[config.mk]
export PLATFORM = sky130hd
export DESIGN_NAME = fp_shift_sched
export DESIGN_NICKNAME = d
export VERILOG_FILES = /design/src/rtl/fp_shift_sched.sv
export SDC_FILE = /design/constraint.sdc
export NUM_CORES = 1
export LEC_CHECK = 0
export CAP_MARGIN = 10
export CORE_MARGIN = 2
export CORE_UTILIZATION = 53
export CTS_BUF_LIST = sky130_fd_sc_hd__clkbuf_4 sky130_fd_sc_hd__clkbuf_8
export DETAILED_ROUTE_END_ITERATION = 8
export PLACE_DENSITY = 0.83
export SLEW_MARGIN = 0
export SYNTH_ARGS = -nofsm -noshare
export SYNTH_HDL_FRONTEND = slang
export SYNTH_SLANG_ARGS = --single-unit
[constraint.sdc]
create_clock -name clk_i -period 2.65 [get_ports clk_i]
set_input_delay 0.265 -clock clk_i [delete_from_list [all_inputs] [get_ports clk_i]]
set_output_delay 0.265 -clock clk_i [all_outputs]
set_load 0.01 [all_outputs]
[src/rtl/fp_shift_sched.sv]
// fp_shift_sched
//    Sequencer for the shared mantissa shifter of the FP32 adder. Two clients
//    share it: ALIGN (right shift by exponent difference, collecting sticky)
//    and NORMALIZE (left shift until the hidden bit is set). Ties between the
//    two are broken round-robin; after reset ALIGN wins the first tie.
//
//    Build option: define FSC_BARREL_EN to resolve every job in a single
//    cycle (barrel shift + leading-zero count). Without it, the shift runs
//    one bit per clock. Results are identical in both builds.
//
//    Ports
//       clk_i, rst_n_i                    clock, async active-low reset
//       align_req_i/_data_i/_count_i      ALIGN level request and operands
//       align_done_o                      one-cycle result-valid pulse
//       align_result_o, align_sticky_o    shifted mantissa, OR of lost bits
//       norm_req_i/_data_i                NORMALIZE level request and operand
//       norm_done_o                       one-cycle result-valid pulse
//       norm_result_o, norm_shift_o       normalized mantissa, shifts applied
//       norm_zero_o                       operand was zero
//       busy_o                            a job is in progress
//
//    state | meaning
//    IDLE  | waiting for a request; grants and loads operands
//    SHIFT | iterative shift, one bit per clock
//    DONE  | result valid, done pulse for the served client
module fp_shift_sched #(
   parameter int WIDTH = 24,
   parameter int CNT_W = 8,
   parameter int SHW   = 5
) (
   input  logic             clk_i,
   input  logic             rst_n_i,
   input  logic             align_req_i,
   input  logic [WIDTH-1:0] align_data_i,
   input  logic [CNT_W-1:0] align_count_i,
   output logic             align_done_o,
   output logic [WIDTH-1:0] align_result_o,
   output logic             align_sticky_o,
   input  logic             norm_req_i,
   input  logic [WIDTH-1:0] norm_data_i,
   output logic             norm_done_o,
   output logic [WIDTH-1:0] norm_result_o,
   output logic [SHW-1:0]   norm_shift_o,
   output logic             norm_zero_o,
   output logic             busy_o
);

   localparam logic [1:0] IDLE  = 2'd0;
   localparam logic [1:0] SHIFT = 2'd1;
   localparam logic [1:0] DONE  = 2'd2;

   logic [1:0]       state_q, state_d;
   logic             serve_norm_q, serve_norm_d;
   logic             last_norm_q, last_norm_d;
   logic [WIDTH-1:0] sh_q, sh_d;
   logic [CNT_W-1:0] cnt_q, cnt_d;
   logic             sticky_q, sticky_d;
   logic [SHW-1:0]   nshift_q, nshift_d;
   logic [WIDTH-1:0] a_res_q, a_res_d;
   logic             a_sticky_q, a_sticky_d;
   logic [WIDTH-1:0] n_res_q, n_res_d;
   logic [SHW-1:0]   n_shift_q, n_shift_d;
   logic             n_zero_q, n_zero_d;
   logic             grant_norm;

   // NORM wins only when ALIGN is idle or ALIGN was the last one served.
   assign grant_norm = norm_req_i & (~align_req_i | ~last_norm_q);

`ifdef FSC_BARREL_EN
   logic [WIDTH-1:0] bar_res, bar_mask;
   logic             bar_sticky;
   logic [SHW-1:0]   bar_lzc;

   always_comb begin
      bar_res = align_data_i >> align_count_i;
      if (align_count_i >= CNT_W'(WIDTH)) bar_mask = '1;
      else                                bar_mask = ~({WIDTH{1'b1}} << align_count_i);
      bar_sticky = |(align_data_i & bar_mask);
      // ascending scan: the highest set bit is the last to write
      bar_lzc = '0;
      for (int i = 0; i < WIDTH; i++) begin
         if (norm_data_i[i]) bar_lzc = SHW'(WIDTH - 1 - i);
      end
   end
`endif

   always_comb begin
      state_d      = state_q;
      serve_norm_d = serve_norm_q;
      last_norm_d  = last_norm_q;
      sh_d         = sh_q;
      cnt_d        = cnt_q;
      sticky_d     = sticky_q;
      nshift_d     = nshift_q;
      a_res_d      = a_res_q;
      a_sticky_d   = a_sticky_q;
      n_res_d      = n_res_q;
      n_shift_d    = n_shift_q;
      n_zero_d     = n_zero_q;
      case (state_q)
         IDLE: begin
            if (align_req_i | norm_req_i) begin
               serve_norm_d = grant_norm;
               last_norm_d  = grant_norm;
               if (grant_norm) begin
`ifdef FSC_BARREL_EN
                  state_d   = DONE;
                  n_res_d   = norm_data_i << bar_lzc;
                  n_shift_d = bar_lzc;
                  n_zero_d  = (norm_data_i == '0);
`else
                  n_zero_d = 1'b0;
                  if (norm_data_i == '0) begin
                     state_d   = DONE;
                     n_res_d   = '0;
                     n_shift_d = '0;
                     n_zero_d  = 1'b1;
                  end else if (norm_data_i[WIDTH-1]) begin
                     state_d   = DONE;
                     n_res_d   = norm_data_i;
                     n_shift_d = '0;
                  end else begin
                     state_d  = SHIFT;
                     sh_d     = norm_data_i;
                     nshift_d = '0;
                  end
`endif
               end else begin
`ifdef FSC_BARREL_EN
                  state_d    = DONE;
                  a_res_d    = bar_res;
                  a_sticky_d = bar_sticky;
`else
                  if (align_count_i == '0) begin
                     state_d    = DONE;
                     a_res_d    = align_data_i;
                     a_sticky_d = 1'b0;
                  end else if (align_count_i >= CNT_W'(WIDTH)) begin
                     state_d    = DONE;
                     a_res_d    = '0;
                     a_sticky_d = |align_data_i;
                  end else begin
                     state_d  = SHIFT;
                     sh_d     = align_data_i;
                     cnt_d    = align_count_i;
                     sticky_d = 1'b0;
                  end
`endif
               end
            end
         end
         SHIFT: begin
            if (serve_norm_q) begin
               sh_d     = sh_q << 1;
               nshift_d = nshift_q + SHW'(1);
               // bit WIDTH-2 becomes the hidden bit after this shift
               if (sh_q[WIDTH-2]) begin
                  state_d   = DONE;
                  n_res_d   = sh_q << 1;
                  n_shift_d = nshift_q + SHW'(1);
                  n_zero_d  = 1'b0;
               end
            end else begin
               sh_d     = sh_q >> 1;
               sticky_d = sticky_q | sh_q[0];
               cnt_d    = cnt_q - CNT_W'(1);
               if (cnt_q == CNT_W'(1)) begin
                  state_d    = DONE;
                  a_res_d    = sh_q >> 1;
                  a_sticky_d = sticky_q | sh_q[0];
               end
            end
         end
         DONE:    state_d = IDLE;
         default: state_d = IDLE;
      endcase
   end

   always_ff @(posedge clk_i or negedge rst_n_i) begin
      if (!rst_n_i) begin
         state_q      <= IDLE;
         serve_norm_q <= 1'b0;
         last_norm_q  <= 1'b1;
         sh_q         <= '0;
         cnt_q        <= '0;
         sticky_q     <= 1'b0;
         nshift_q     <= '0;
         a_res_q      <= '0;
         a_sticky_q   <= 1'b0;
         n_res_q      <= '0;
         n_shift_q    <= '0;
         n_zero_q     <= 1'b0;
      end else begin
         state_q      <= state_d;
         serve_norm_q <= serve_norm_d;
         last_norm_q  <= last_norm_d;
         sh_q         <= sh_d;
         cnt_q        <= cnt_d;
         sticky_q     <= sticky_d;
         nshift_q     <= nshift_d;
         a_res_q      <= a_res_d;
         a_sticky_q   <= a_sticky_d;
         n_res_q      <= n_res_d;
         n_shift_q    <= n_shift_d;
         n_zero_q     <= n_zero_d;
      end
   end

   assign align_done_o   = (state_q == DONE) & ~serve_norm_q;
   assign norm_done_o    = (state_q == DONE) &  serve_norm_q;
   assign align_result_o = a_res_q;
   assign align_sticky_o = a_sticky_q;
   assign norm_result_o  = n_res_q;
   assign norm_shift_o   = n_shift_q;
   assign norm_zero_o    = n_zero_q;
   assign busy_o         = (state_q != IDLE);

endmodule
==> results.md, run 1 <==
* Largest net degree at the start of global routing at 60
* Ys flop type: dfrtp_1
* Filler cells at 804
* Tightest Hold Check Type: primary input to async pin
* WP data arrival at 2530 ps
* Clock root buffer: clkbuf_8
* Most frequent CP cell: nand2_1
* CTS sink count at 97
* Final setup fails at 0
* Outcome: finished clean
* Synth warn at 0
* Post-synthesis sequential element count at 97
* DR WL/cell at 18.56 um
* Final hold vios at 0
* Critical Path Slowest Stage Cell: dfrtp_1
* Port buffer count at 117
* RePlAce Congestion at 0.9302
* Setup WS post-layout at 381.4 ps
* Worst-Margin Slew at 565.1 ps
* Peak supply drop at 0.5359 mV
* Clk slew on worst S/H paths at 90 ps
* Cell Area, Synth at 0.005499 mm^2
* Syn Nets at 626
* Final Power at 7.866 mW
* Max clock buf depth at 2
* Critical path class: register to register
* Crit path max fanout at 13
* RSZ-0062 raised after global routing: no
* Leading cell type in the layout, fill and taps excluded: clkdlybuf4s50_1
* Share of cells above drive strength 1 at 0.1577
* Final Non-Filler Cells at 821
* Slew margin rel. at 0.6198
* Io pins at 118
* NumNets Final at 743
* Distinct cells, synth at 56
* Area grow syn2layout at 29.69%
* Chip height at 105.9 um
* Post-layout util at 0.7002
* Startpoint Class: register
* Antenna Nets Post-Route at 0
* Vias at 4944
* Inst Count DP at 804
* Commonest cells after routing, fill and taps aside: clkdlybuf4s50_1, dfrtp_1, nand2_1, nor2_1, a31oi_1
* Post-Route WL at 15240 um
* Async S/R FF share, synth at 1.000
* CP max stage delay at 570 ps
* Die X at 105.9 um
* Vias in the first global route at 4888
* Sequential share of the synthesized area at 0.4416
* Remaining routing DRC violations at 0
* CTS resizes at 0
* Critical path required time at 2910 ps
* Initial antenna violation count at 0
* FP Rows at 37
* Critical Path Sink Type: register
* Setup_tns at 0 ps
* Setup Skew at 7.187 ps
* # Max-Cap Violations at 0
* CTS tree: done
* Tcrit/Tclk final at 0.8561
* Worst-skew pair later-pin latency at 380 ps
* First-pass GRT wire length at 25100 um
* Core area at 0.01018 mm^2
* DP HPWL at 11230 um
* Leakage at 3.075 nW
* Average size of a mapped cell at 9.767 um^2
* Pwr dens at 1103 mW/mm^2
* Drt first pass iters at 6
* Fin crit period at 2269 ps
* Starting Density at 0.5399
* Post-Place Worst Slack at 137.1 ps
* Max Fclk at 440.8 MHz
* Total track usage at 0.2855
* Die Area at 0.01121 mm^2
* Initial DRC count at 289
* Number of diodes at 0
* Critical path, cell by cell: nor2b_4, buf_4, nand2_1, o21ai_0, nand2_1, mux2_2
* Num CTS Buffers at 9
* Pins Over Slew Limit at 0
* Post-synth EDFFs at 0
* Via-to-Cell Ratio at 6.022
* Number of H-tree levels at 3
* Global route overflow at 0
* Cell count after synthesis at 563
==> routing by layer <==
layer | up-vias | part of all wire | GRT usage | wire [um]
met5 | - | 0 | 0 | 0
met4 | 0 | 0.019 | 0.09305 | 283
met3 | 24 | 0.064 | 0.04267 | 980
met2 | 212 | 0.48 | 0.4576 | 7356
met1 | 2419 | 0.43 | 0.4003 | 6617
li1 | 2289 | - | - | -
==> logic make-up after synthesis <==
| kind of cell | synth area share |
|---|---|
| AOI/OAI and AO/OA | 0.2080 |
| adders and majority gates | 0.006827 |
| buffers and inverters | 0.04664 |
| DFF | 0.4416 |
| xor gates and xnor gates | 0.006372 |
| muxes | 0.1220 |
| and+or+nand+nor | 0.1686 |
==> registers in the layout, indices dropped and copies added, names as in the netlist, 2 cells and up <==
register        cells
sh_q               24
state_q             2
align_result_o     24
norm_shift_o        5
norm_result_o      24
cnt_q               8
nshift_q            5
==> layout make-up <==
type	instances	area (um^2)	area share
inverters	11	41.29	0.005789
repair buffers	146	1439	0.2018
clock buffers	12	152.6	0.02140
well taps	136	170.2	0.02386
flip-flops and latches	97	2429	0.3405
clock inverters	4	76.32	0.01070
multi-input cells	415	2824	0.3960
==> path summary, 6_finish.rpt <==
check                                    end         startpoint  depth (start not counted)  slack, ps
max in group asynchronous        last_norm_q            rst_n_i                          3       1510
min in group clk_i         align_result_o[6]  align_result_o[6]                          1        510
setup / recovery                 nshift_q[1]         state_q[0]                          6        380
hold reg to reg            align_result_o[6]  align_result_o[6]                          1        510
setup reg to reg                 nshift_q[1]         state_q[0]                          6        380
hold / removal             norm_result_o[20]            rst_n_i                          2        400
==> critical path: cells and delay by family, from the launching register on <==
| kind | cells | cell delay, ps |
|---|---|---|
| simple gates | 3 | 820 |
| mux | 1 | 310 |
| compound gates | 1 | 180 |
| flops | 1 | 570 |
| buf+inv | 1 | 260 |
==> synth_stat cells (2+ instances only) <==
cell / instances / area share
nor2_4: 2 / 0.0041
dfrtp_1: 96 / 0.44
o31ai_1: 2 / 0.0027
and3_1: 2 / 0.0023
o21ai_4: 2 / 0.0059
a21oi_1: 24 / 0.022
or4_1: 2 / 0.0027
nand2b_1: 3 / 0.0034
nor3b_1: 4 / 0.0055
nor3_1: 5 / 0.0045
clkbuf_1: 21 / 0.014
buf_2: 11 / 0.010
o211a_1: 2 / 0.0036
a211oi_1: 21 / 0.029
o21bai_1: 2 / 0.0027
nor2_1: 35 / 0.024
mux2_4: 20 / 0.055
a22o_1: 25 / 0.040
ha_1: 3 / 0.0068
nor4_1: 11 / 0.013
o32ai_1: 2 / 0.0032
buf_4: 5 / 0.0068
a31oi_1: 34 / 0.039
nand3_1: 11 / 0.010
xnor2_1: 3 / 0.0048
buf_12: 2 / 0.0073
a21o_1: 4 / 0.0055
mux2_1: 4 / 0.0082
mux2_2: 28 / 0.057
o22ai_1: 2 / 0.0023
a22oi_1: 12 / 0.016
and2_1: 2 / 0.0023
nand2_1: 89 / 0.061
nor2b_1: 22 / 0.025
inv_1: 11 / 0.0075
o21ai_0: 17 / 0.015
or3_1: 3 / 0.0034
==> power by group <==
group          internal [mW]  switching (mW)
Combinational           2.15            1.87
Sequential              2.13           0.615
Clock                  0.581           0.520
==> metrics by stage <==
stage               area, um^2  hold WS, ps
finish                    7132        395.1
global route              7132        430.5
CTS                       7132        414.6
detailed placement        6893        266.7
global placement          6893        262.0
floorplan                 5499       -30.59
==> timing repair <==
action	4_1_cts	5_1_grt
hold buffers	1	0
hold endpoints to repair	38	0
buffers inserted	0	0
Power figures use the tool's default switching activity.
==> run 2: changes to the inputs <==
--- a/config.mk
+++ b/config.mk
@@ -7,10 +7,11 @@
 export LEC_CHECK = 0
 export CAP_MARGIN = 10
 export CORE_MARGIN = 2
-export CORE_UTILIZATION = 53
+export CORE_UTILIZATION = 57
 export CTS_BUF_LIST = sky130_fd_sc_hd__clkbuf_4 sky130_fd_sc_hd__clkbuf_8
 export DETAILED_ROUTE_END_ITERATION = 8
-export PLACE_DENSITY = 0.83
+export PLACE_DENSITY = 0.88
+export SETUP_SLACK_MARGIN = 0.05
 export SLEW_MARGIN = 0
 export SYNTH_ARGS = -nofsm -noshare
 export SYNTH_HDL_FRONTEND = slang
==> constraint.sdc (replaced) <==
create_clock -name clk_i -period 2.7 [get_ports clk_i]
set_input_delay 0.27 -clock clk_i [delete_from_list [all_inputs] [get_ports clk_i]]
set_output_delay 0.27 -clock clk_i [all_outputs]
set_load 0.01 [all_outputs]
==> run 2 against run 1 <==
Hold slack gained 0.54 ps. Setup slack lost 72 ps. Clock power is essentially flat. Highest routed layer unchanged.
==> results.md, run 2 (synthesized netlist as in run 1, its figures left out) <==
* Outcome: finished clean
* Leakage at 3.046 nW
* Critical path class: register to output pin
* Vias in the first global route at 4914
* DR WL met2 at 7368 um
* Filler cells at 639
* Slew margin rel. at 0.5914
* Number of H-tree levels at 3
* Max clock buf depth at 2
* Final setup fails at 0
* Pwr dens at 1094 mW/mm^2
* Die X at 102.2 um
* Crit path max fanout at 17
* Peak supply drop at 0.5904 mV
* Io pins at 118
* CTS tree: done
* Critical Path Slowest Stage Cell: dfrtp_1
* Pins Over Slew Limit at 0
* Port buffer count at 117
* DP HPWL at 11280 um
* Global route overflow at 0
* DR WL/cell at 19.35 um
* Chip height at 102.2 um
* Largest net degree at the start of global routing at 60
* CTS sink count at 97
* Core area at 0.009284 mm^2
* Max Fclk at 418.2 MHz
* Via-to-Cell Ratio at 6.160
* Post-Route WL at 15600 um
* Setup_tns at 0 ps
* Setup WS post-layout at 308.9 ps
* Antenna Nets Post-Route at 0
* Initial DRC count at 377
* Remaining routing DRC violations at 0
* CP max stage delay at 740 ps
* Clk slew on worst S/H paths at 110 ps
* Number of diodes at 0
* # Max-Cap Violations at 0
* Share of cells above drive strength 1 at 0.1477
* Setup Skew at 14.87 ps
* Starting Density at 0.5923
* Area grow syn2layout at 29.01%
* Die Area at 0.01045 mm^2
* Critical path, cell by cell: inv_1, nor3b_1, clkdlybuf4s50_1
* NumNets Final at 735
* FP Rows at 35
* Clock root buffer: clkbuf_8
* CP Buf/Inv Count at 2
* Register Area at 0.002429 mm^2
* RePlAce Congestion at 0.9418
* Critical path required time at 2430 ps
* Initial antenna violation count at 0
* Worst-skew pair later-pin latency at 380 ps
* Final hold vios at 0
* Worst-Margin Slew at 612.8 ps
* Post-Place Worst Slack at 161.9 ps
* Multi-input logic area at 0.002824 mm^2
* First-pass GRT wire length at 24720 um
* Critical Path Sink Type: output pin
* Leading cell type in the layout, fill and taps excluded: clkdlybuf4s50_1
* Post-CTS Setup Inserts at 0
* Fin crit period at 2391 ps
* Num CTS Buffers at 9
* Startpoint Class: register
* WP data arrival at 2120 ps
* Tightest Hold Check Type: primary input to async pin
* Vias at 4965
* RSZ-0062 raised after global routing: no
* CTS resizes at 0
* Wl on met1 at 6579 um
* Tcrit/Tclk final at 0.8856
* Drt first pass iters at 5
* Total track usage at 0.3069
* Commonest cells after routing, fill and taps aside: clkdlybuf4s50_1, dfrtp_1, nand2_1, nor2_1, a31oi_1
* Worst path top cell family by delay: flip-flops
* Met3 WL at 1316 um
* DR top layer: met4
## run 2: what timing repair did
item / CTS / global route
setup endpoints to repair: 0 / 0
hold endpoints to repair: 37 / 0
hold buffers: 1 / 0
## run 2: stage by stage
stage	total power, mW	std cells	cell area, um^2	utilization	hold WS [ps]
floorplan	5.068	563	5499	-	-25.59
global placement	6.477	789	6862	0.7391	274.0
detailed placement	6.649	789	6862	0.7391	280.7
CTS	7.740	806	7094	0.7642	418.0
global route	8.194	806	7094	0.7642	446.9
finish	7.762	806	7094	0.7642	395.6
## run 2: metal layers
metal,vias up,global-route usage
met5,-,0
met4,0,0.09846
met3,32,0.05951
met2,261,0.4873
met1,2403,0.4283
li1,2269,-
## run 2: final cells by class
cell class	count	share of cell area
Inverter	11	0.005820
Clock buffer	9	0.01746
Timing Repair Buffer	138	0.1996
Clock inverter	7	0.01393
Sequential cell	97	0.3423
Tap cell	129	0.02275
Multi-Input combinational cell	415	0.3981
## run 2: worst paths after layout
check | startpoint | endpoint | slack [ps] | cells after the start
worst max register to register | serve_norm_q | norm_result_o[9] | 540 | 6
min in group clk_i | align_result_o[4] | align_result_o[4] | 510 | 1
worst min-delay path | rst_n_i | norm_shift_o[4] | 400 | 2
worst min register to register | align_result_o[4] | align_result_o[4] | 510 | 1
worst max-delay path | serve_norm_q | norm_done_o | 310 | 3
max in group asynchronous | rst_n_i | sh_q[20] | 1590 | 3
## run 2: power by group
| part | internal [mW] | switching, mW |
|---|---|---|
| sequential | 2.09 | 0.652 |
| clock | 0.530 | 0.553 |
| combinational | 2.10 | 1.84 |
| total | 4.72 | 3.05 |
